`config.mk`:
```
export PLATFORM = sky130hd
export DESIGN_NAME = uart_rx
export DESIGN_NICKNAME = d
export VERILOG_FILES = /design/src/rtl/uart_rx.sv
export SDC_FILE = /design/constraint.sdc
export NUM_CORES = 1
export LEC_CHECK = 0
export ABC_AREA = 1
export CAP_MARGIN = 20
export CORE_AREA = 4 4 65 67
export DETAILED_ROUTE_END_ITERATION = 12
export DIE_AREA = 0 0 69 71
export PLACE_DENSITY_LB_ADDON = 0.3
export SETUP_SLACK_MARGIN = 0.5
export SLEW_MARGIN = 20
export SYNTH_ARGS = -nofsm -noshare
export SYNTH_HDL_FRONTEND = slang
export SYNTH_SLANG_ARGS = --single-unit
```
`constraint.sdc`:
```
create_clock -name clk -period 2.8 [get_ports clk]
set_input_delay 0.84 -clock clk [delete_from_list [all_inputs] [get_ports clk]]
set_output_delay 0.84 -clock clk [all_outputs]
set_load 0.02 [all_outputs]
```
`src/rtl/uart_rx.sv`:
```
`default_nettype none
// ============================================================================
//  Module      : uart_rx
//  Description : 16x-oversampled UART receiver (8N1 style). A 2-flop
//                synchroniser feeds a four-state FSM that samples the start
//                bit at its midpoint, shifts data bits in LSB-first, and
//                emits a one-cycle rx_done_tick or frame_err on the stop bit.
//  Revision    : 1.0  initial release
// ============================================================================
module uart_rx #(
    parameter int NB_DATA = 8,
    parameter int SB_TICK = 16
) (
    input  logic               clk,
    input  logic               reset,
    input  logic               s_tick,
    input  logic               rx,
    output logic               rx_done_tick,
    output logic [NB_DATA-1:0] dout,
    output logic               frame_err
);

    // The tick counter must reach both 15 (data bit) and SB_TICK-1 (stop bit).
    localparam int S_W = (SB_TICK > 16) ? $clog2(SB_TICK) : 4;
    localparam int N_W = (NB_DATA > 1) ? $clog2(NB_DATA) : 1;

    localparam logic [S_W-1:0] c_MID_TICK  = S_W'(7);
    localparam logic [S_W-1:0] c_BIT_LAST  = S_W'(15);
    localparam logic [S_W-1:0] c_STOP_LAST = S_W'(SB_TICK - 1);
    localparam logic [N_W-1:0] c_N_LAST    = N_W'(NB_DATA - 1);

    typedef enum logic [1:0] {
        IDLE  = 2'd0,
        START = 2'd1,
        DATA  = 2'd2,
        STOP  = 2'd3
    } state_t;

    state_t             state_q;
    logic [S_W-1:0]     s_cnt_q;
    logic [N_W-1:0]     n_cnt_q;
    logic [NB_DATA-1:0] shift_q;
    logic [NB_DATA-1:0] shift_d;
    logic [NB_DATA-1:0] dout_q;
    logic               done_q;
    logic               ferr_q;
    logic [1:0]         sync_q;
    logic               rx_s;

    assign rx_s    = sync_q[1];
    // New sample enters at the MSB so the first (LSB) bit ends up at bit 0.
    assign shift_d = {rx_s, shift_q[NB_DATA-1:1]};

    // Two-flop synchroniser; resets to the idle (high) line level.
    always_ff @(posedge clk or negedge reset) begin
        if (!reset) begin
            sync_q <= 2'b11;
        end else begin
            sync_q <= {sync_q[0], rx};
        end
    end

    // Receive FSM with registered, single-cycle status pulses.
    always_ff @(posedge clk or negedge reset) begin
        if (!reset) begin
            state_q <= IDLE;
            s_cnt_q <= '0;
            n_cnt_q <= '0;
            shift_q <= '0;
            dout_q  <= '0;
            done_q  <= 1'b0;
            ferr_q  <= 1'b0;
        end else begin
            done_q <= 1'b0;
            ferr_q <= 1'b0;
            case (state_q)
                IDLE: begin
                    if (!rx_s) begin
                        state_q <= START;
                        s_cnt_q <= '0;
                    end
                end
                START: begin
                    if (s_tick) begin
                        if (s_cnt_q == c_MID_TICK) begin
                            s_cnt_q <= '0;
                            // Still low at mid start bit: a real frame, not a glitch.
                            if (!rx_s) begin
                                state_q <= DATA;
                                n_cnt_q <= '0;
                            end else begin
                                state_q <= IDLE;
                            end
                        end else begin
                            s_cnt_q <= s_cnt_q + S_W'(1);
                        end
                    end
                end
                DATA: begin
                    if (s_tick) begin
                        if (s_cnt_q == c_BIT_LAST) begin
                            s_cnt_q <= '0;
                            shift_q <= shift_d;
                            if (n_cnt_q == c_N_LAST) begin
                                state_q <= STOP;
                            end else begin
                                n_cnt_q <= n_cnt_q + N_W'(1);
                            end
                        end else begin
                            s_cnt_q <= s_cnt_q + S_W'(1);
                        end
                    end
                end
                STOP: begin
                    if (s_tick) begin
                        if (s_cnt_q == c_STOP_LAST) begin
                            s_cnt_q <= '0;
                            state_q <= IDLE;
                            if (rx_s) begin
                                dout_q <= shift_q;
                                done_q <= 1'b1;
                            end else begin
                                ferr_q <= 1'b1;
                            end
                        end else begin
                            s_cnt_q <= s_cnt_q + S_W'(1);
                        end
                    end
                end
                default: state_q <= IDLE;
            endcase
        end
    end

    assign rx_done_tick = done_q;
    assign frame_err    = ferr_q;
    assign dout         = dout_q;

endmodule
`default_nettype wire

```
Word-level counts from Yosys, hierarchy flattened --
Index checks and enable logic that the tools add are counted.
Storage, ports and cells: word-level logic and storage cells 66, bits in registers 29, bits of input ports 4, output and inout bits 10
Cells by class: reductions and logical operators 8, add/subtract/negate cells 2, eq/ne operators 17, muxes and demuxes 31
Operators by type and width (count):
- 2-to-1 mux 4 bit | 5
- != test 2 bit, second input constant | 10
- 2-to-1 mux 2 bit | 9
- 2-to-1 mux 3 bit | 6
- one-hot mux 4 bit (3 select lines) | 1
- 2-to-1 mux 1 bit | 8
- one-hot mux 2 bit (4 select lines) | 1
- AND reduction 8 bit | 1
- AND reduction 7 bit | 1
- one-hot mux 3 bit (2 select lines) | 1
- AND reduction 3 bit | 2
- adder 4 x 1 -> 4 bit, second input constant | 1
- == test 2 bit, second input constant | 2
- == test 4 x 3 -> 1 bit, second input constant | 1
- == test 4 bit, second input constant | 1
- AND reduction 4 bit | 1
- adder 3 x 1 -> 3 bit, second input constant | 1
- == test 3 bit, second input constant | 1
- == test 2 x 1 -> 1 bit, second input constant | 1
- zero test 2 bit | 1
- != test 2 x 1 -> 1 bit, second input constant | 1
- nonzero test 2 bit | 1
- OR reduction 2 bit | 1

Depth between registers and ports, before layout --
Gate-level depths: netlist of run 1.
word-level depth 5, depth in mapped cells 9, depth with buffers taken out 9

Least setup slack after synthesis of run 1 --
OpenSTA, ideal clock, no wires.
path kind input port to flip-flop, start point in s_tick, end point reg dout_q[6] (netlist: dout[6]), library setup time 0.118 ns, arrival time 1.240 ns, path slack 1.441 ns, cell stages on the path 4, data required time 2.682 ns, buffers on the path 1, cells stage by stage nand4_4 buf_6 nand2_1 o21ai_2
Between the ends: word-level cells in the longest chain between the ends 1
Ends and longest elaborated chain:
- from (decl) | RTL line 16 | input logic s_tick,
- AND reduction 4 bit (no line)
- to (signal assigned) | RTL line 120 | dout_q <= shift_q;
- to (decl) | RTL line 44 | logic [NB_DATA-1:0] dout_q;
Every way passes these cells. A chain may end at the register's enable or synchronous reset.

Worst setup path after layout of run 1 --
start point reg dout_q[7] (netlist: dout[7]), end point out dout[7]
RTL lines:
- to (decl) | RTL line 19 | output logic [NB_DATA-1:0] dout,
No word-level cell between the ends.

==> results of run 1 <==
kinds of logic (layout without fill, tap and decap cells):
| kind of cell | count (synthesis) | after routing | share of synthesized area |
|---|---|---|---|
| AOI/OAI and AO/OA | 24 | 24 | 0.134 |
| adders and majority gates | 3 | 3 | 0.0268 |
| xor gates and xnor gates | 1 | 1 | 0.00626 |
| DFF | 29 | 29 | 0.521 |
| buffers and inverters | 21 | 41 | 0.0671 |
| and+or+nand+nor | 63 | 63 | 0.245 |
flip-flops by register name, indices dropped and copies added (netlist names), named ones only:
register / flops
n_cnt_q: 3
dout: 8
shift_q: 8
sync_q: 2
state_q: 1
frame_err: 1
s_cnt_q: 4
rx_done_tick: 1
report_power, final:
group	internal, mW	switching (mW)	total (mW)
Clock	0.171	0.157	0.328
Combinational	0.109	0.215	0.325
Sequential	0.461	0.0485	0.509
cells in the mapped netlist:
cell type,instances,share of area
nand2_1,39,0.10
dfrtp_1,27,0.48
o21ai_2,16,0.10
inv_1,15,0.040
nand3_1,6,0.021
inv_2,4,0.011
nand2_2,4,0.018
ha_1,3,0.027
nor2_1,3,0.0080
o21ai_0,3,0.011
o21ai_1,3,0.011
a21oi_2,2,0.013
buf_6,2,0.016
dfstp_2,2,0.038
nand2_4,2,0.016
nand4_4,2,0.030
nor2_2,2,0.0089
nand3_2,1,0.0072
nand3_4,1,0.013
nand3b_1,1,0.0054
nand4_1,1,0.0045
nor2_4,1,0.0080
xor2_1,1,0.0063
placed cells by master, fill, tap and decap left out:
cell type,count
a21oi_2,2
buf_4,1
clkbuf_8,5
clkdlybuf4s50_1,13
clkinv_2,2
clkinvlp_4,1
dfrtp_1,27
dfstp_2,2
ha_1,3
inv_1,15
inv_2,4
nand2_1,39
nand2_2,4
nand2_4,2
nand3_1,6
nand3_2,1
nand3_4,1
nand3b_1,1
nand4_1,1
nand4_4,2
nor2_1,3
nor2_2,2
nor2_4,1
o21ai_0,3
o21ai_1,3
o21ai_2,16
xor2_1,1
per-layer routing:
| metal | vias to the layer above | routed length, um | global-route usage |
|---|---|---|---|
| li1 | 488 | - | - |
| met1 | 427 | 1060 | 0.131 |
| met2 | 15 | 1030 | 0.159 |
| met3 | 5 | 91 | 0.0355 |
| met4 | 0 | 44 | 0.0499 |
| met5 | - | 0 | 0 |
layout make-up:
| type | count | area (um^2) | share of cell area |
|---|---|---|---|
| timing repair buffer | 14 | 138 | 0.0829 |
| tap | 48 | 60.1 | 0.0362 |
| clock inverter | 3 | 17.5 | 0.0106 |
| inverter | 19 | 71.3 | 0.0430 |
| sequential | 29 | 728 | 0.439 |
| clock buffer | 5 | 68.8 | 0.0414 |
| multi-input combinational | 91 | 577 | 0.347 |
how the worst max path moves through the flow:
| stage | slack [ns] | depth (start not counted) | start | end |
|---|---|---|---|---|
| after detailed placement | 0.56 | 4 | s_tick | dout[1] |
| after global placement | 0.61 | 4 | s_tick | dout[4] |
| after CTS | 0.68 | 1 | dout[6] | dout[6] |
| final | 0.69 | 1 | dout[7] | dout[7] |
| after floorplan | 1.44 | 4 | s_tick | dout[6] |
| after global routing | 0.66 | 1 | dout[6] | dout[6] |
==> key figures, run 1 <==
Outcome
  • Status: complete, no violations

Worst setup path
  • Worst-path cell chain: clkdlybuf4s50_1
  • Largest stage delay, worst path: 0.62 ns
  • R2r worst-path depth: 6
  • Max FO, Critical Path: 2
  • Slowest CP cell: clkdlybuf4s50_1
  • Setup CP Type: reg2out
  • Critical Path End Type: output port
  • R2R Setup Slk: ~1.3 ns
  • CP bufs+invs: 1
  • Reg-to-reg endpoint: dout[1]
  • CP top delay family: buffers and inverters
  • CP startpoint kind: register
  • CP arrival: 1.27 ns
  • Critical R2R Launch: s_cnt_q[0]
  • Worst EP required: 1.96 ns

Place
  • Pre-CTS WS: between 0.5 and 0.6 ns
  • Placed inst area: around 1600 um^2
  • Dpl hpwl: around 1.6 mm
  • RePlAce Congestion: 0.796
  • Number of I/O port buffers: 13
  • Cells after DPL: between 200 and 250

Floorplanning
  • Die W: 69 um
  • Site Rows: 22
  • Initial core utilization: 0.385
  • IO Count: 14
  • Die Footprint: between 4000 and 5000 um^2
  • Die H: around 71 um
  • Placeable Area: between 3000 and 4000 um^2

Global route
  • First-pass GRT wire length: about 4 mm
  • Initial antenna violation count: 0
  • Largest net degree at the start of global routing: 30
  • Overflow after GRT: 0
  • All-Layer GR Usage: 0.104
  • Vias in the first global route: 936

Cells and area
  • Fillers: 358
  • Layout area overhead: 18.7%
  • Fin cells: ~210
  • Finished Cell Area: about 1700 um^2
  • Antenna cells: 0
  • Final #Nets: roughly 170
  • Layout cells sized above 1: 0.286
  • Fin util: 0.457

Synth
  • Mapped Nets: around 150
  • Sequential share of the synthesized area: 0.521
  • Avg Inst Size Synth: slightly below 10 um^2
  • Synth cell types: 23
  • Syn Inst Count: 141
  • Mapped Area: between 1000 and 1500 um^2
  • YS warnings: 0
  • Synth Register Bits: 29

STA
  • Worst relative slew slack: 0.746
  • Final Hold Viols: 0
  • Fin. max-slew vios: 0
  • Period minus WS final: around 2.1 ns
  • Worst-margin pin slew: approximately 0.38 ns
  • Worst-case hold slack: 0.357 ns
  • Setup_tns: 0 ns
  • Final setup fails: 0
  • Fmax: roughly 470 MHz
  • Final WS setup: 0.694 ns
  • RSZ-0062 raised after global routing: no
  • Tcrit/Tclk final: 0.752
  • Clk_skew: slightly below 0.006 ns

Route
  • DRT iter0 DRCs: 56
  • Drt total wl: between 2 and 2.5 mm
  • Vias/cell: approximately 4.5
  • Total iterations of the first detailed-routing run: 4
  • DR WL/cell: roughly 11 um
  • Via count: 935
  • DRC Markers: 0
  • Post-DRT Antenna Nets: 0

Power and ir drop
  • Max IR drop VDD: roughly 0.00035 V
  • Total Power: around 1.2 mW
  • Pleak: approximately 0.75 nW
  • PwrDens: between 600 and 700 nW/um^2

Clock network
  • Htree depth: 2
  • Worst-skew pair later-pin latency: ~0.28 ns
  • Post-CTS Hold Buffers: 0
  • Post-CTS sizing: 0
  • Clock root cell: clkbuf_8
  • Bufs on Longest Clock Path: 2
  • Post-CTS Setup Bufs: 0
  • Sink Count: 29
  • Clock-pin slew on the worst setup and hold paths: roughly 0.07 ns
  • Inserted Clock Buffers: 5
  • CTS tree: yes

Hold path
  • Worst Hold Path EP: sync_q[1]
  • Worst hold path type: reg2reg
  • Min-delay src: sync_q[0]
  • Hold depth: 0

Flow run
  • Maxcap violations: 0
Power figures use the tool's default switching activity.
==> run 2: changes to the inputs <==
==> constraint.sdc (replaced) <==
create_clock -name clk -period 2.2 [get_ports clk]
set_input_delay 0.66 -clock clk [delete_from_list [all_inputs] [get_ports clk]]
set_output_delay 0.66 -clock clk [all_outputs]
set_load 0.02 [all_outputs]
==> run 2 against run 1 <==
Die area is the same. Clock power is 29% higher. Cell count did not move. Critical endpoint unchanged. Highest routed layer unchanged.
==> key figures, run 2 (synthesis gave the netlist of run 1 again) <==
STA
  • Final Hold Viols: 0 (unchanged)
  • Worst-margin pin slew: 0.376 ns (-0.00319 ns)
  • Period minus WS final: 1.67 ns
  • Tcrit/Tclk final: 0.758
  • Worst relative slew slack: 0.749 (+0.00292)
  • RSZ-0062 raised after global routing: no
  • Setup_tns: 0 ns (unchanged)
  • Final setup fails: 0 (unchanged)
  • Fin. max-slew vios: 0 (unchanged)
  • Clk_skew: 0.00766 ns (+0.00184 ns)
  • Worst-case hold slack: 0.356 ns (-0.00144 ns)
  • Fmax: ~600 MHz

Hold path
  • Worst Hold Path EP: sync_q[1]
  • Min-delay src: sync_q[0]
  • Hold depth: 0 (unchanged)
  • Worst hold path type: reg2reg

Floorplanning
  • Die W: 69 um (unchanged)
  • Site Rows: 22 (unchanged)
  • IO Count: 14 (unchanged)
  • Placeable Area: 3630 um^2 (unchanged)
  • Die Footprint: 4900 um^2 (unchanged)
  • Die H: 71 um (unchanged)
  • Initial core utilization: 0.385 (unchanged)

Cells and area
  • Layout area overhead: 17.7%
  • Final #Nets: 167 (unchanged)
  • Fin util: 0.453 (-0.00379)
  • Most frequent cells in the layout: nand2_1, dfrtp_1, o21ai_2, inv_1, dlygate4sd2_1
  • Antenna cells: 0 (unchanged)
  • Fillers: 369 (+3.1%)
  • Multi-input gate area: 577 um^2 (unchanged)
  • Layout cells sized above 1: 0.286 (unchanged)
  • FF/Latch Area: 728 um^2 (unchanged)
  • Finished Cell Area: 1650 um^2 (-0.83%)
  • Commonest non-fill, non-tap cell in the layout: nand2_1

Outcome
  • Status: complete, no violations

Power and ir drop
  • PwrDens: 901 nW/um^2 (+29%)
  • Pleak: 0.795 nW (+6.7%)
  • Max IR drop VDD: 0.000429 V (+21%)
  • Total Power: 1.48 mW (+28%)

Worst setup path
  • CP bufs+invs: 1 (unchanged)
  • CP arrival: 1.01 ns (-0.26 ns)
  • Worst-path cell chain: dlygate4sd2_1
  • Critical R2R Launch: s_cnt_q[0]
  • Setup CP Type: reg2out
  • Reg-to-reg endpoint: dout[1]
  • CP top delay family: flip-flops
  • CP startpoint kind: register
  • Max FO, Critical Path: 2 (unchanged)
  • R2R Setup Slk: 0.67 ns (-0.60 ns)
  • Critical Path End Type: output port
  • Slowest CP cell: dfrtp_1
  • R2r worst-path depth: 6 (unchanged)
  • Worst EP required: 1.54 ns (-0.42 ns)
  • Largest stage delay, worst path: 0.40 ns (-0.22 ns)

Clock network
  • Bufs on Longest Clock Path: 2 (unchanged)
  • Htree depth: 2 (unchanged)
  • Clock-pin slew on the worst setup and hold paths: 0.06 ns (about the same)
  • Post-CTS Setup Bufs: 0 (unchanged)
  • Inserted Clock Buffers: 5 (unchanged)
  • Clock root cell: clkbuf_8
  • Worst-skew pair later-pin latency: 0.29 ns (about the same)
  • CTS tree: yes
  • Sink Count: 29 (unchanged)

Global route
  • Initial antenna violation count: 0 (unchanged)
  • All-Layer GR Usage: 0.105 (+0.00176)
  • Largest net degree at the start of global routing: 30 (unchanged)
  • Overflow after GRT: 0 (unchanged)
  • Vias in the first global route: 935 (-0.11%)
  • First-pass GRT wire length: 4.11 mm (+0.69%)

Route
  • DRT iter0 DRCs: 56 (unchanged)
  • Total iterations of the first detailed-routing run: 4 (unchanged)
  • Post-DRT Antenna Nets: 0 (unchanged)
  • DR WL/cell: 10.8 um (+1.5%)
  • Via count: 943 (+0.86%)
  • DRC Markers: 0 (unchanged)
  • Drt total wl: 2.26 mm (+1.5%)
  • Vias/cell: 4.51 (+0.86%)

Place
  • Number of I/O port buffers: 13 (unchanged)
  • Dpl hpwl: 1.63 mm (+0.31%)
  • RePlAce Congestion: 0.796 (unchanged)
  • Placed inst area: 1570 um^2 (unchanged)

Flow run
  • Maxcap violations: 0 (unchanged)
## run 2: cell types whose count changed in the layout (fill, tap and decap cells not counted)
cell / before / now
clkdlybuf4s50_1: 13 / 2
dlygate4sd2_1: 0 / 11
## run 2: where the power goes
| part | switching, mW | internal (mW) |
|---|---|---|
| Clock | 0.206 | 0.217 |
| Sequential | 0.0614 | 0.587 |
| Combinational | 0.273 | 0.139 |
## run 2: worst max path at each step
stage                from       to  slack (ns)  cells past startpoint
2_1_floorplan  s_cnt_q[0]  dout[6]        0.86                      7
3_3_place_gp       s_tick  dout[4]        0.19                      4
3_5_place_dp       s_tick  dout[1]        0.15                      4
4_1_cts           dout[6]  dout[6]        0.53                      1
5_1_grt           dout[5]  dout[5]        0.51                      1
6_report          dout[7]  dout[7]        0.53                      1
## run 2: per-stage QoR
| step | setup WS (ns) | cells |
|---|---|---|
| floorplan | 0.865 | 141 |
| global placement | 0.191 | 201 |
| detailed placement | 0.145 | 201 |
| CTS | 0.526 | 209 |
| global route | 0.509 | 209 |
| finish | 0.532 | 209 |
## run 2: layer usage
metal  share of wire  global-route usage  up-vias
li1                -                   -      486
met1            0.47               0.130      437
met2            0.46               0.156       13
met3           0.043              0.0327        7
met4           0.028              0.0759        0
met5               0                   0        -
## run 2: final cells by class
type,count,share of cell area
inverter,19,0.0433
clock buffer,5,0.0418
timing repair buffer,14,0.0752
multi-input combinational,91,0.350
sequential,29,0.442
tap,48,0.0365
clock inverter,3,0.0106
## run 2: what timing repair did
action,4_1_cts,5_1_grt
resized for setup,11,0
hold endpoints to repair,0,0
setup endpoints to repair,18,0
hold buffers,0,0
==> run 3: changes to the inputs <==
==> constraint.sdc (replaced) <==
create_clock -name clk -period 1.7 [get_ports clk]
set_input_delay 0.51 -clock clk [delete_from_list [all_inputs] [get_ports clk]]
set_output_delay 0.51 -clock clk [all_outputs]
set_load 0.02 [all_outputs]
==> run 3 against run 2 <==
First-iteration DRC count down 8.9%. Critical endpoint unchanged. Highest routed layer unchanged. Clock power up 35%. Combinational power up 140%. Clock skew down 0.0013 ns. Via count up 17%. Register-to-register slack worse by 0.30 ns.
==> key figures, run 3 (synthesis gave the netlist of run 1 again) <==
Outcome
  • Status: complete, no violations

Place
  • Number of I/O port buffers: 13 (unchanged)
  • RePlAce Congestion: 0.832 (+4.5%)
  • Cells after DPL: 207 (+3.0%)
  • Dpl hpwl: 1.79 mm (+9.7%)

STA
  • Final setup fails: 0 (unchanged)
  • Worst relative slew slack: 0.808 (+0.0592)
  • Worst-case hold slack: 0.354 ns (-0.00176 ns)
  • Fin. max-slew vios: 0 (unchanged)
  • Period minus WS final: approximately 1.3 ns
  • Worst-margin pin slew: 0.286 ns (-0.0899 ns)
  • Clk_skew: 0.00636 ns (-0.00130 ns)
  • Tcrit/Tclk final: 0.792
  • Fmax: between 700 and 800 MHz
  • Setup_tns: 0 ns (unchanged)
  • RSZ-0062 raised after global routing: yes
  • Final Hold Viols: 0 (unchanged)

Cells and area
  • Layout cells sized above 1: 0.613 (+0.328)
  • Antenna cells: 0 (unchanged)
  • Final #Nets: 200 (+20%)
  • Most frequent cells in the layout: dfrtp_1, buf_4, nand2_1, nand2_2, o21ai_2
  • Fin cells: 242 (+16%)
  • Layout area overhead: 55.7%

Route
  • DRT iter0 DRCs: 51 (-8.9%)
  • Total iterations of the first detailed-routing run: 2 (-2)
  • DRC Markers: 0 (unchanged)
  • Drt total wl: 3.00 mm (+33%)
  • Vias/cell: 4.55 (+0.74%)
  • DR WL/cell: 12.4 um (+15%)
  • Via count: 1100 (+17%)
  • Post-DRT Antenna Nets: 0 (unchanged)

Clock network
  • Clock-pin slew on the worst setup and hold paths: 0.05 ns (about the same)
  • CTS tree: yes
  • Sink Count: 29 (unchanged)
  • Worst-skew pair later-pin latency: 0.28 ns (about the same)
  • Post-CTS Hold Buffers: 0 (unchanged)
  • Inserted Clock Buffers: 5 (unchanged)
  • Clock root cell: clkbuf_8
  • Bufs on Longest Clock Path: 2 (unchanged)
  • Htree depth: 2 (unchanged)

Global route
  • Initial antenna violation count: 0 (unchanged)
  • Overflow after GRT: 0 (unchanged)
  • First-pass GRT wire length: 5.22 mm (+27%)
  • All-Layer GR Usage: 0.136 (+0.0311)
  • Largest net degree at the start of global routing: 30 (unchanged)
  • Vias in the first global route: 1165 (+25%)

Floorplanning
  • Initial core utilization: 0.385 (unchanged)
  • Site Rows: 22 (unchanged)
  • IO Count: 14 (unchanged)
  • Placeable Area: 3630 um^2 (unchanged)
  • Die W: 69 um (unchanged)
  • Die Footprint: 4900 um^2 (unchanged)
  • Die H: 71 um (unchanged)

Power and ir drop
  • Pint: 1.55 mW (+64%)
  • Max IR drop VDD: 0.000685 V (+60%)
  • Clk pwr share: 0.237 (-0.048)
  • Reg power frac: 0.354 (-0.083)
  • Total net switching power: 0.854 mW (+58%)
  • Pleak: 0.972 nW (+22%)
  • Combinational share of power: 0.409 (+0.131)
  • Switch share: 0.355 (-0.00904)
  • PwrDens: 1100 nW/um^2 (+23%)

Worst setup path
  • CP startpoint kind: register
  • CP arrival: 0.84 ns (-0.17 ns)
  • Max FO, Critical Path: 2 (unchanged)
  • Worst-path cell chain: buf_6
  • CP top delay family: flip-flops
  • CP bufs+invs: 1 (unchanged)
  • Worst EP required: 1.19 ns (-0.35 ns)
  • Setup CP Type: reg2out
  • Slowest CP cell: dfrtp_1
  • Largest stage delay, worst path: 0.41 ns (about the same)
  • Critical Path End Type: output port

Flow run
  • Maxcap violations: 0 (unchanged)

Hold path
  • Worst hold path type: reg2reg
==> run 3: cell types whose count changed in the layout (fill, tap and decap cells not counted), sizes merged <==
cell / delta
dlygate4sd2: -10
nand3: +1
clkinv: -1
clkbuf: +3
clkinvlp: -1
inv: -1
buf: +42
==> run 3: final cells by class <==
cell class | count | area, um^2
fillers | 297 | 1460
inverters | 19 | 81.3
clock buffers | 8 | 90.1
repair buffers | 46 | 462
well taps | 48 | 60.1
flip-flops and latches | 29 | 731
multi-input cells | 92 | 754
==> run 3: power groups by stage <==
stage	clock [mW]	combinational, mW	sequential, mW
5_1_grt	0.623	1.08	0.858
3_3_place_gp	0	0.575	0.859
4_1_cts	0.593	0.882	0.842
2_1_floorplan	0	0.456	0.848
6_report	0.570	0.985	0.851
3_5_place_dp	0	0.604	0.864
==> run 3: timing repair <==
item	4_1_cts	5_1_grt
cloned	2	0
setup endpoints to repair	37	37
pin swaps	13	14
hold endpoints to repair	0	0
buffers inserted	16	9
gates resized for setup	97	12
==> run 3: path summary, 6_finish.rpt <==
kind / end / start / depth (start not counted) / slack (ns)
setup reg to reg: shift_q[5] / s_cnt_q[1] / 7 / 0.37
setup / recovery: dout[7] / dout[7] / 1 / 0.35
hold / removal: sync_q[1] / sync_q[0] / 0 / 0.35
max in group asynchronous: sync_q[1] / reset / 2 / 0.88
hold reg to reg: sync_q[1] / sync_q[0] / 0 / 0.35
min in group asynchronous: s_cnt_q[1] / reset / 2 / 0.59
==> run 3: worst reg2reg max path, delay by kind of cell (launching register included) <==
family / cells / cell delay, ns
AOI/OAI and AO/OA: 1 / 0.05
adders and majority gates: 1 / 0.18
buffers and inverters: 2 / 0.21
DFF: 1 / 0.39
and+or+nand+nor: 3 / 0.39
==> run 3: through the flow <==
step                      instance area, um^2   util  total power [mW]  worst slack [ns]
final                                    2180  0.600              2.41             0.354
after global routing                     2180  0.600              2.56             0.319
after CTS                                2070  0.571              2.32             0.362
after detailed placement                 1690  0.466              1.47          -0.00261
after global placement                   1690  0.466              1.43            0.0153
after floorplan                          1450      -              1.30             0.448
==> run 3: layer usage <==
metal | part of all wire | vias up | track usage | routed length, um
li1 | - | 558 | - | -
met1 | 0.40 | 520 | 0.146 | 1210
met2 | 0.54 | 15 | 0.245 | 1610
met3 | 0.040 | 7 | 0.0511 | 120
met4 | 0.017 | 0 | 0.0521 | 51
met5 | 0 | - | 0 | 0
